**src/rtl/sparse_chunk_pkg.sv**
```systemverilog
// Shared types and helpers for the sparse chunk writer: popcount, beat-count
// derivation and the compressed beat record.
`ifndef BUS_SIZE
`define BUS_SIZE 4
`endif
`ifndef MEM_SIZE
`define MEM_SIZE 16
`endif

package sparse_chunk_pkg;

    localparam int MAX_LANES    = 64;
    localparam int DEF_BUS_SIZE = `BUS_SIZE;
    localparam int DEF_MEM_SIZE = `MEM_SIZE;

    typedef struct packed {
        logic [DEF_BUS_SIZE-1:0]   sparsemap;
        logic [DEF_BUS_SIZE*8-1:0] nz_data;
    } beat_t;

    function automatic int wr_dat_cyc_num(input int mem_size, input int bus_size);
        return mem_size / bus_size;
    endfunction

    function automatic int popcount(input logic [MAX_LANES-1:0] bits);
        int cnt;
        cnt = 0;
        for (int i = 0; i < MAX_LANES; i++) begin
            cnt = cnt + int'(bits[i]);
        end
        return cnt;
    endfunction

endpackage

```
**src/rtl/sparse_beat_compactor.sv**
```systemverilog
// Combinational compaction of one dense beat: sparsemap, per-lane prefix
// counts and the nonzero bytes packed toward lane 0.
module sparse_beat_compactor #(
    parameter  int BUS_SIZE = 4,
    localparam int PW       = $clog2(BUS_SIZE) + 1
) (
    input  logic [BUS_SIZE*8-1:0] dense_i,
    output logic [BUS_SIZE-1:0]   sparsemap_o,
    output logic [PW-1:0]         prefix_o [BUS_SIZE],
    output logic [BUS_SIZE*8-1:0] data_o
);

    always_comb begin
        logic [PW-1:0] acc;
        acc         = '0;
        sparsemap_o = '0;
        for (int i = 0; i < BUS_SIZE; i++) begin
            sparsemap_o[i] = |dense_i[i*8 +: 8];
            prefix_o[i]    = acc;
            acc            = acc + PW'(sparsemap_o[i]);
        end
    end

    // Lane i lands at output index prefix(i); nonzero lanes never collide.
    always_comb begin
        data_o = '0;
        for (int j = 0; j < BUS_SIZE; j++) begin
            for (int i = 0; i < BUS_SIZE; i++) begin
                if (sparsemap_o[i] && (prefix_o[i] == PW'(j))) begin
                    data_o[j*8 +: 8] = data_o[j*8 +: 8] | dense_i[i*8 +: 8];
                end
            end
        end
    end

endmodule

```
**src/rtl/sparse_chunk_writer.sv**
```systemverilog
// Producer side of the sparse chunk write path: compacts dense beats, counts
// beats per chunk and ping-pongs between two buffers with reader release.
module sparse_chunk_writer
    import sparse_chunk_pkg::*;
#(
    parameter  int BUS_SIZE       = `BUS_SIZE,
    parameter  int MEM_SIZE       = `MEM_SIZE,
    localparam int WR_DAT_CYC_NUM = wr_dat_cyc_num(MEM_SIZE, BUS_SIZE),
    localparam int CW             = (WR_DAT_CYC_NUM > 1) ? $clog2(WR_DAT_CYC_NUM) : 1,
    localparam int NW             = $clog2(MEM_SIZE) + 1
) (
    input  logic                  clk_i,
    input  logic                  rst_i,
    input  logic [BUS_SIZE*8-1:0] dense_data_i,
    input  logic                  dense_valid_i,
    output logic                  dense_ready_o,
    output logic [BUS_SIZE-1:0]   wr_sparsemap_o,
    output logic [BUS_SIZE*8-1:0] wr_nonzero_data_o,
    output logic                  wr_valid_o,
    output logic [CW-1:0]         wr_count_o,
    output logic                  wr_sel_o,
    output logic                  chunk_done_o,
    output logic [NW-1:0]         chunk_nz_count_o,
    input  logic                  rd_release_i,
    input  logic                  rd_release_sel_i,
    output logic [1:0]            buf_full_o
);

    localparam int PW = $clog2(BUS_SIZE) + 1;

    logic [BUS_SIZE-1:0]   cmp_map;
    logic [PW-1:0]         cmp_prefix [BUS_SIZE];
    logic [BUS_SIZE*8-1:0] cmp_data;

    sparse_beat_compactor #(.BUS_SIZE(BUS_SIZE)) u_compactor (
        .dense_i     (dense_data_i),
        .sparsemap_o (cmp_map),
        .prefix_o    (cmp_prefix),
        .data_o      (cmp_data)
    );

    logic                  wr_sel_q,   wr_sel_d;
    logic [CW-1:0]         beat_cnt_q, beat_cnt_d;
    logic [NW-1:0]         nz_acc_q,   nz_acc_d;
    logic [1:0]            buf_full_q, buf_full_d;
    logic [BUS_SIZE-1:0]   map_q,      map_d;
    logic [BUS_SIZE*8-1:0] data_q,     data_d;
    logic                  valid_q,    valid_d;
    logic [CW-1:0]         count_q,    count_d;
    logic                  sel_q,      sel_d;
    logic                  done_q,     done_d;
    logic [NW-1:0]         nzc_q,      nzc_d;

    logic          accept;
    logic          last_beat;
    logic [NW-1:0] beat_pop;

    // A beat transfers on a cycle where dense_valid_i and dense_ready_o are both high.
    assign dense_ready_o = !rst_i && !buf_full_q[wr_sel_q];
    assign accept        = dense_valid_i && dense_ready_o;
    assign last_beat     = (beat_cnt_q == CW'(WR_DAT_CYC_NUM - 1));
    assign beat_pop      = NW'(popcount(MAX_LANES'(cmp_map)));

    always_comb begin
        wr_sel_d   = wr_sel_q;
        beat_cnt_d = beat_cnt_q;
        nz_acc_d   = nz_acc_q;
        buf_full_d = buf_full_q;
        map_d      = '0;
        data_d     = '0;
        valid_d    = 1'b0;
        count_d    = '0;
        sel_d      = 1'b0;
        done_d     = 1'b0;
        nzc_d      = '0;

        if (rd_release_i) begin
            buf_full_d[rd_release_sel_i] = 1'b0;
        end

        if (accept) begin
            map_d   = cmp_map;
            data_d  = cmp_data;
            valid_d = 1'b1;
            count_d = beat_cnt_q;
            sel_d   = wr_sel_q;
            if (last_beat) begin
                // Applied after the release so a same-buffer release loses.
                buf_full_d[wr_sel_q] = 1'b1;
                wr_sel_d             = !wr_sel_q;
                beat_cnt_d           = '0;
                nz_acc_d             = '0;
                done_d               = 1'b1;
                nzc_d                = nz_acc_q + beat_pop;
            end else begin
                beat_cnt_d = beat_cnt_q + CW'(1);
                nz_acc_d   = nz_acc_q + beat_pop;
            end
        end
    end

    always_ff @(posedge clk_i or posedge rst_i) begin
        if (rst_i) begin
            wr_sel_q   <= 1'b0;
            beat_cnt_q <= '0;
            nz_acc_q   <= '0;
            buf_full_q <= '0;
            map_q      <= '0;
            data_q     <= '0;
            valid_q    <= 1'b0;
            count_q    <= '0;
            sel_q      <= 1'b0;
            done_q     <= 1'b0;
            nzc_q      <= '0;
        end else begin
            wr_sel_q   <= wr_sel_d;
            beat_cnt_q <= beat_cnt_d;
            nz_acc_q   <= nz_acc_d;
            buf_full_q <= buf_full_d;
            map_q      <= map_d;
            data_q     <= data_d;
            valid_q    <= valid_d;
            count_q    <= count_d;
            sel_q      <= sel_d;
            done_q     <= done_d;
            nzc_q      <= nzc_d;
        end
    end

    assign wr_sparsemap_o    = map_q;
    assign wr_nonzero_data_o = data_q;
    assign wr_valid_o        = valid_q;
    assign wr_count_o        = count_q;
    assign wr_sel_o          = sel_q;
    assign chunk_done_o      = done_q;
    assign chunk_nz_count_o  = nzc_q;
    assign buf_full_o        = buf_full_q;

endmodule
```
**config.mk**
```make
export PLATFORM = sky130hd
export DESIGN_NAME = sparse_chunk_writer
export DESIGN_NICKNAME = d
export VERILOG_FILES = /design/src/rtl/sparse_chunk_pkg.sv /design/src/rtl/sparse_beat_compactor.sv /design/src/rtl/sparse_chunk_writer.sv
export SDC_FILE = /design/constraint.sdc
export NUM_CORES = 1
export LEC_CHECK = 0
export CAP_MARGIN = 5
export CORE_ASPECT_RATIO = 1.25
export CORE_MARGIN = 4
export CORE_UTILIZATION = 49
export DETAILED_ROUTE_END_ITERATION = 7
export PLACE_DENSITY_LB_ADDON = 0.2
export SLEW_MARGIN = 20
export SYNTH_ARGS = -nofsm -noshare
export SYNTH_HDL_FRONTEND = slang
export SYNTH_SLANG_ARGS = --single-unit
```
**constraint.sdc**
```tcl
create_clock -name clk_i -period 6.6 [get_ports clk_i]
set_clock_uncertainty 0.2 [all_clocks]
set_input_delay 0.99 -clock clk_i [delete_from_list [all_inputs] [get_ports clk_i]]
set_output_delay 0.99 -clock clk_i [all_outputs]
set_load 0.01 [all_outputs]
```
; Yosys cells after proc, flatten, opt, wreduce, memory -nomap -nowiden
; Index checks and enable logic that the tools add are counted.
[totals]
regBits = 56
in_bits = 37
output_inout_bits = 49
word_cells = 95
[op_classes]
n_addsub = 7
order_cmp = 4
eq_ne = 7
muxes = 31
bitwise_logic = 10
reduce_logical = 25
[op_table]
columns = op, n
row1 = 8-bit two-way mux, 11
row2 = 8-bit OR, 7
row3 = 32-bit two-way mux, 1
row4 = 8-bit OR reduction, 4
row5 = 5-bit two-way mux, 3
row6 = 1-bit logical AND, 14
row7 = 3-bit by 2-bit equality test with 1-bit output (second input constant), 4
row8 = 2-bit two-way mux, 5
row9 = 3-bit logical NOT, 3
row10 = 1-bit two-way mux, 8
row11 = 3-bit by 1-bit equality test with 1-bit output (second input constant), 2
row12 = 5-bit by 4-bit adder with 5-bit output, 1
row13 = 1-bit by 1-bit adder with 2-bit output, 2
row14 = 3-bit by 1-bit adder with 4-bit output, 1
row15 = 1-bit by 2-bit < comparator with 1-bit output (second input constant), 2
row16 = 4-bit two-way mux, 1
row17 = 2-bit by 1-bit adder with 3-bit output, 1
row18 = 3-bit by 1-bit adder with 3-bit output, 1
row19 = 1-bit logical NOT, 3
row20 = 2-bit by 1-bit adder with 2-bit output (second input constant), 1
row21 = 2-bit bitwise AND, 1
row22 = 1-bit demux with 1-bit select, 2
row23 = 2-bit equality test (second input constant), 1
row24 = 1-bit >= comparator (second input constant), 2
row25 = other kinds (3), 3

; Depth between registers and ports, before layout
[logic_depth]
word_depth = 10
mapped_depth = 10
ltp_nobuf = 9

; By module
; A second synthesis with hierarchy kept.
[hier_totals]
hier_cells = 258
hier_area_um2 = 2790.2
[modules_own_cells]
columns = mod, n_inst, cells_per_inst, area_per_inst_um2, seq_area_each_um2
row1 = sparse_chunk_writer, 1, 160, 2052.0, 1401.3
row2 = sparse_beat_compactor, 1, 98, 738.2, 0.0

; Least setup slack after synthesis
; No wires, ideal clock.
[synth_path]
kind = input -> register
start = input dense_data_i[4]
end = register nz_acc_q[4]
setup_ns = 0.077
t_arrival_ns = 3.875
required_ns = 6.323
path_slack_ns = 2.449
stages = 9
path_buffers = 0
cell_sequence = or4_1 -> nor2_1 -> fa_1 -> fa_1 -> fa_1 -> nand3b_1 -> or2_2 -> o21a_1 -> o21ai_1
[synth_between]
elab_chain_len = 6
[synth_rtl]
columns = element, line_no
row1 = start: declaration, sparse_chunk_writer.sv:14  ; input logic [BUS_SIZE*8-1:0] dense_data_i,
row2 = 8-bit OR reduction, sparse_beat_compactor.sv:18  ; sparsemap_o[i] = |dense_i[i*8 +: 8];
row3 = 1-bit by 1-bit adder with 2-bit output, sparse_chunk_pkg.sv:29  ; cnt = cnt + int'(bits[i]);
row4 = 2-bit by 1-bit adder with 3-bit output, sparse_chunk_pkg.sv:29
row5 = 3-bit by 1-bit adder with 4-bit output, sparse_chunk_pkg.sv:29
row6 = 5-bit by 4-bit adder with 5-bit output, sparse_chunk_writer.sv:97  ; nz_acc_d = nz_acc_q + beat_pop;
row7 = 5-bit two-way mux, sparse_chunk_writer.sv:87  ; if (last_beat) begin
row8 = end signal: assignment, sparse_chunk_writer.sv:118  ; nz_acc_q <= nz_acc_d;
row9 = end: declaration, sparse_chunk_writer.sv:44  ; logic [NW-1:0] nz_acc_q, nz_acc_d;
; Every way passes these cells.
; A chain may end at the register's enable or synchronous reset.

; Worst setup path in the final report
[layout_path]
start = input dense_data_i[0]
end = register nz_acc_q[4]
; Same word-level chain as after synthesis.

==> summary.txt <==
Run status
  – Status: completed

Global route
  – Largest net degree at the start of global routing: 58
  – First-pass GRT wire length: around 10000 um
  – Vias in the first global route: 2156
  – Initial antenna violation count: 0
  – Remaining Overflow, GRT: 0
  – Gr usage total: a little over a fifth

STA
  – Period utilization: 67.7%
  – Setup violators final: 0
  – Final number of hold-violating endpoints: 0
  – Min cycle time layout: 4470 ps
  – Relative slew slack: 55.2%
  – RSZ-0062 raised after global routing: false
  – Hold Slack: about 320 ps
  – F_max: 0.224 GHz
  – Fin. max-slew vios: 0
  – Worst-margin pin slew: 672 ps
  – Setup TNS: 0 ps

Critical path
  – Reg2reg end: nz_acc_q[4]$_DFFE_PP0P_
  – CP required: approximately 6600 ps
  – Worst R2R Start: nz_acc_q[0]$_DFFE_PP0P_
  – Bufs and invs on worst path: 1
  – CP top delay family: simple AND/OR/NAND/NOR gates
  – Setup slack, reg-to-reg: 4290 ps
  – Crit. End Element: flop
  – Cell repeated most along the worst path: fa_1
  – CP Depth: 10
  – Critical-path cell list: clkdlybuf4s50_1, or4_1, nor2_1, fa_1, fa_1, fa_1, nand3b_1, or2_2, o21a_1, o21ai_1
  – CP max FO: 6
  – Max stage delay on crit path: 530 ps
  – Crit-path slowest cell: or4_1
  – Startpoint types: input port
  – R2R depth: 7
  – Crit path arrival time: 4510 ps
  – Crit Path Class: in -> reg

Drt
  – Final WL: approximately 6300 um
  – Drt via density: around 5.7
  – Pre-antenna DRT Iters: 5
  – Routed vias: about 2100
  – Drt first-iter violations: 172
  – Post-DRT Antenna Nets: 0
  – Routed len/inst: 17.0 um
  – Remaining DRCs: 0

Place
  – HPWL after DPL: a little under 5000 um
  – Port Buf Inserts: 85
  – Gp weighted congestion: 0.901
  – Dpl cells: 364

Power
  – Clock group share of total power: between 20% and 30%
  – Static leakage: 1.51 nW
  – Power share of the combinational group: 27.8%
  – Peak supply drop: about 0.12 mV
  – Sequential power share: 49.1%
  – Switch share: a little under 30%
  – Int Power: just under 0.6 mW
  – Power Density: ~240 nW/um2
  – Psw: roughly 0.25 mW

Floorplan
  – Initial Utilization: about half
  – FP Rows: 28
  – Core Region: 4870 um2
  – IO Count: 86
  – Die ar.: approximately 6400 um2
  – DIE HEIGHT: 88.2 um
  – Die W: 72.1 um

Clock network
  – # resized after CTS: 0
  – Worst-path clk slew: 100 ps
  – Clock Path Buffers: 2
  – TritonCTS clock tree: built
  – Post-CTS Setup Bufs: 0
  – CTS hold repair buffers: 0
  – CTS sink count: 56
  – Total CTS buffers: 5
  – Htree depth: 2
  – Clk_lat worst skew: 300 ps
  – Root Driver: clkbuf_8

Synth
  – Syn Inst Count: 229
  – Seq/Total Area, Yosys: 55.6%
  – Synth top area share: 55.6%
  – FF+latch count, synth: between 50 and 60
  – Warnings, synthesis: 0
  – Mapped Nets: ~280
  – Main area contributors after synthesis: dfrtp_1 56%, nor2_1 5.4%, a22oi_1 5.1%
  – Post-synthesis cell area: 2520 um2
  – Library cells used by synthesis: 38
  – Synth Area per Inst: 11.0 um2
  – Cell taking the most area after synthesis: dfrtp_1

Hold path
  – Worst Hold Depth: 2
  – Hold path endpoint: buf_full_o[1]$_DFF_PP0_
  – Type of the worst min-delay path: reg -> reg
  – Hold Startpoint: buf_full_o[1]$_DFF_PP0_

Layout
  – ANT cells: 0
  – Nets: 360
  – Layout cells sized above 1: between 6 and 7%
  – Final Util: 71.8%
  – Area Growth Syn to Fin: 38.9%
  – Non-filler cells in the finished layout: around 370

Run
  – Max-Cap Viols: 0
==> stage by stage <==
| step | area [um2] | power [mW] | setup slack [ps] |
|---|---|---|---|
| finish | 3500 | 0.848 | 2130 |
| global route | 3500 | 0.898 | 1920 |
| CTS | 3500 | 0.854 | 2120 |
| detailed placement | 3400 | 0.662 | 1790 |
| global placement | 3400 | 0.654 | 1890 |
| floorplan | 2520 | 0.547 | 2450 |
==> cell usage in the layout (no fill, tap or decap), types with 4 or more instances in the layout <==
cell             Yosys  layout
nor2_1              36      36
o21ai_0              8       8
nand2_1             15      15
a22oi_1             17      17
clkdlybuf4s50_1      0      85
dfrtp_1             56      56
fa_1                 4       4
ha_1                 8       8
or4_1                8       8
clkbuf_8             0       6
a221oi_1             8       8
inv_1               11      10
a222oi_1             8       8
a21oi_1             10      10
nor2b_1              4       4
==> power groups by stage <==
| stage | clock (mW) | sequential (mW) | combinational (mW) |
|---|---|---|---|
| finish | 0.195 | 0.416 | 0.236 |
| floorplan | 0 | 0.434 | 0.113 |
| detailed placement | 0 | 0.424 | 0.238 |
| CTS | 0.198 | 0.417 | 0.239 |
| global route | 0.211 | 0.423 | 0.264 |
| global placement | 0 | 0.422 | 0.231 |
==> synth_stat cells <==
master / n
dfrtp_1: 56
nor2_1: 36
a22oi_1: 17
nand2_1: 15
inv_1: 11
a21oi_1: 10
a221oi_1: 8
a222oi_1: 8
ha_1: 8
o21ai_0: 8
or4_1: 8
buf_2: 5
buf_1: 4
fa_1: 4
nor2b_1: 4
clkbuf_1: 2
nor3b_2: 2
or2_2: 2
or3_1: 2
a21o_1: 1
and2_0: 1
and2_2: 1
and3_1: 1
and3b_1: 1
buf_6: 1
inv_2: 1
mux2i_1: 1
nand3_2: 1
nand3b_1: 1
nor2_2: 1
nor3_1: 1
nor3_2: 1
o21a_1: 1
o21ai_1: 1
o31ai_1: 1
o41ai_2: 1
xnor2_1: 1
xor2_1: 1
==> metal layers <==
metal	global-route usage, %	vias up	routed length [um]
li1	-	985	-
met1	25.2	1036	2350
met2	37.0	99	3380
met3	4.71	11	494
met4	7.18	0	114
met5	0	-	0
==> flip-flops by register name, summed over array words and instances, names as in the netlist, 2 cells and up <==
| name | count |
|---|---|
| beat_cnt_q | 2 |
| buf_full_o | 2 |
| chunk_nz_count_o | 5 |
| nz_acc_q | 5 |
| wr_count_o | 2 |
| wr_nonzero_data_o | 32 |
| wr_sparsemap_o | 4 |
==> cell type report <==
class | instances | area [um2]
well taps | 60 | 75.1
repair buffers | 87 | 866
multi-input cells | 149 | 1010
clock inverters | 2 | 15.0
flip-flops and latches | 56 | 1400
fillers | 384 | 1370
inverters | 12 | 45.0
clock buffers | 6 | 82.6
==> cells by family after synthesis <==
logic type / synth area share [%]
multiplexers: 0.397
AO/OA/AOI/OAI: 16.3
flip-flops: 55.6
XOR/XNOR: 0.696
adder cells (fa/ha/maj): 7.15
buffers and inverters: 4.12
AND/OR/NAND/NOR: 15.6
==> worst max-delay path by stage <==
stage	startpoint	end	slack [ps]
CTS	dense_data_i[0]	nz_acc_q[4]$_DFFE_PP0P_	2120
global placement	dense_data_i[0]	nz_acc_q[4]$_DFFE_PP0P_	1890
finish	dense_data_i[0]	nz_acc_q[4]$_DFFE_PP0P_	2130
floorplan	dense_data_i[4]	nz_acc_q[4]$_DFFE_PP0P_	2450
detailed placement	dense_data_i[0]	nz_acc_q[4]$_DFFE_PP0P_	1790
global route	dense_data_i[4]	nz_acc_q[4]$_DFFE_PP0P_	1920
==> worst reg2reg max path, stage by stage (launching register included) <==
cell and delay (ps):
dfrtp_1 330, inv_1 60, fa_1 460, fa_1 430, nand3b_1 190, or2_2 300, o21a_1 170, o21ai_1 100
(Power assumes the default switching activity.)
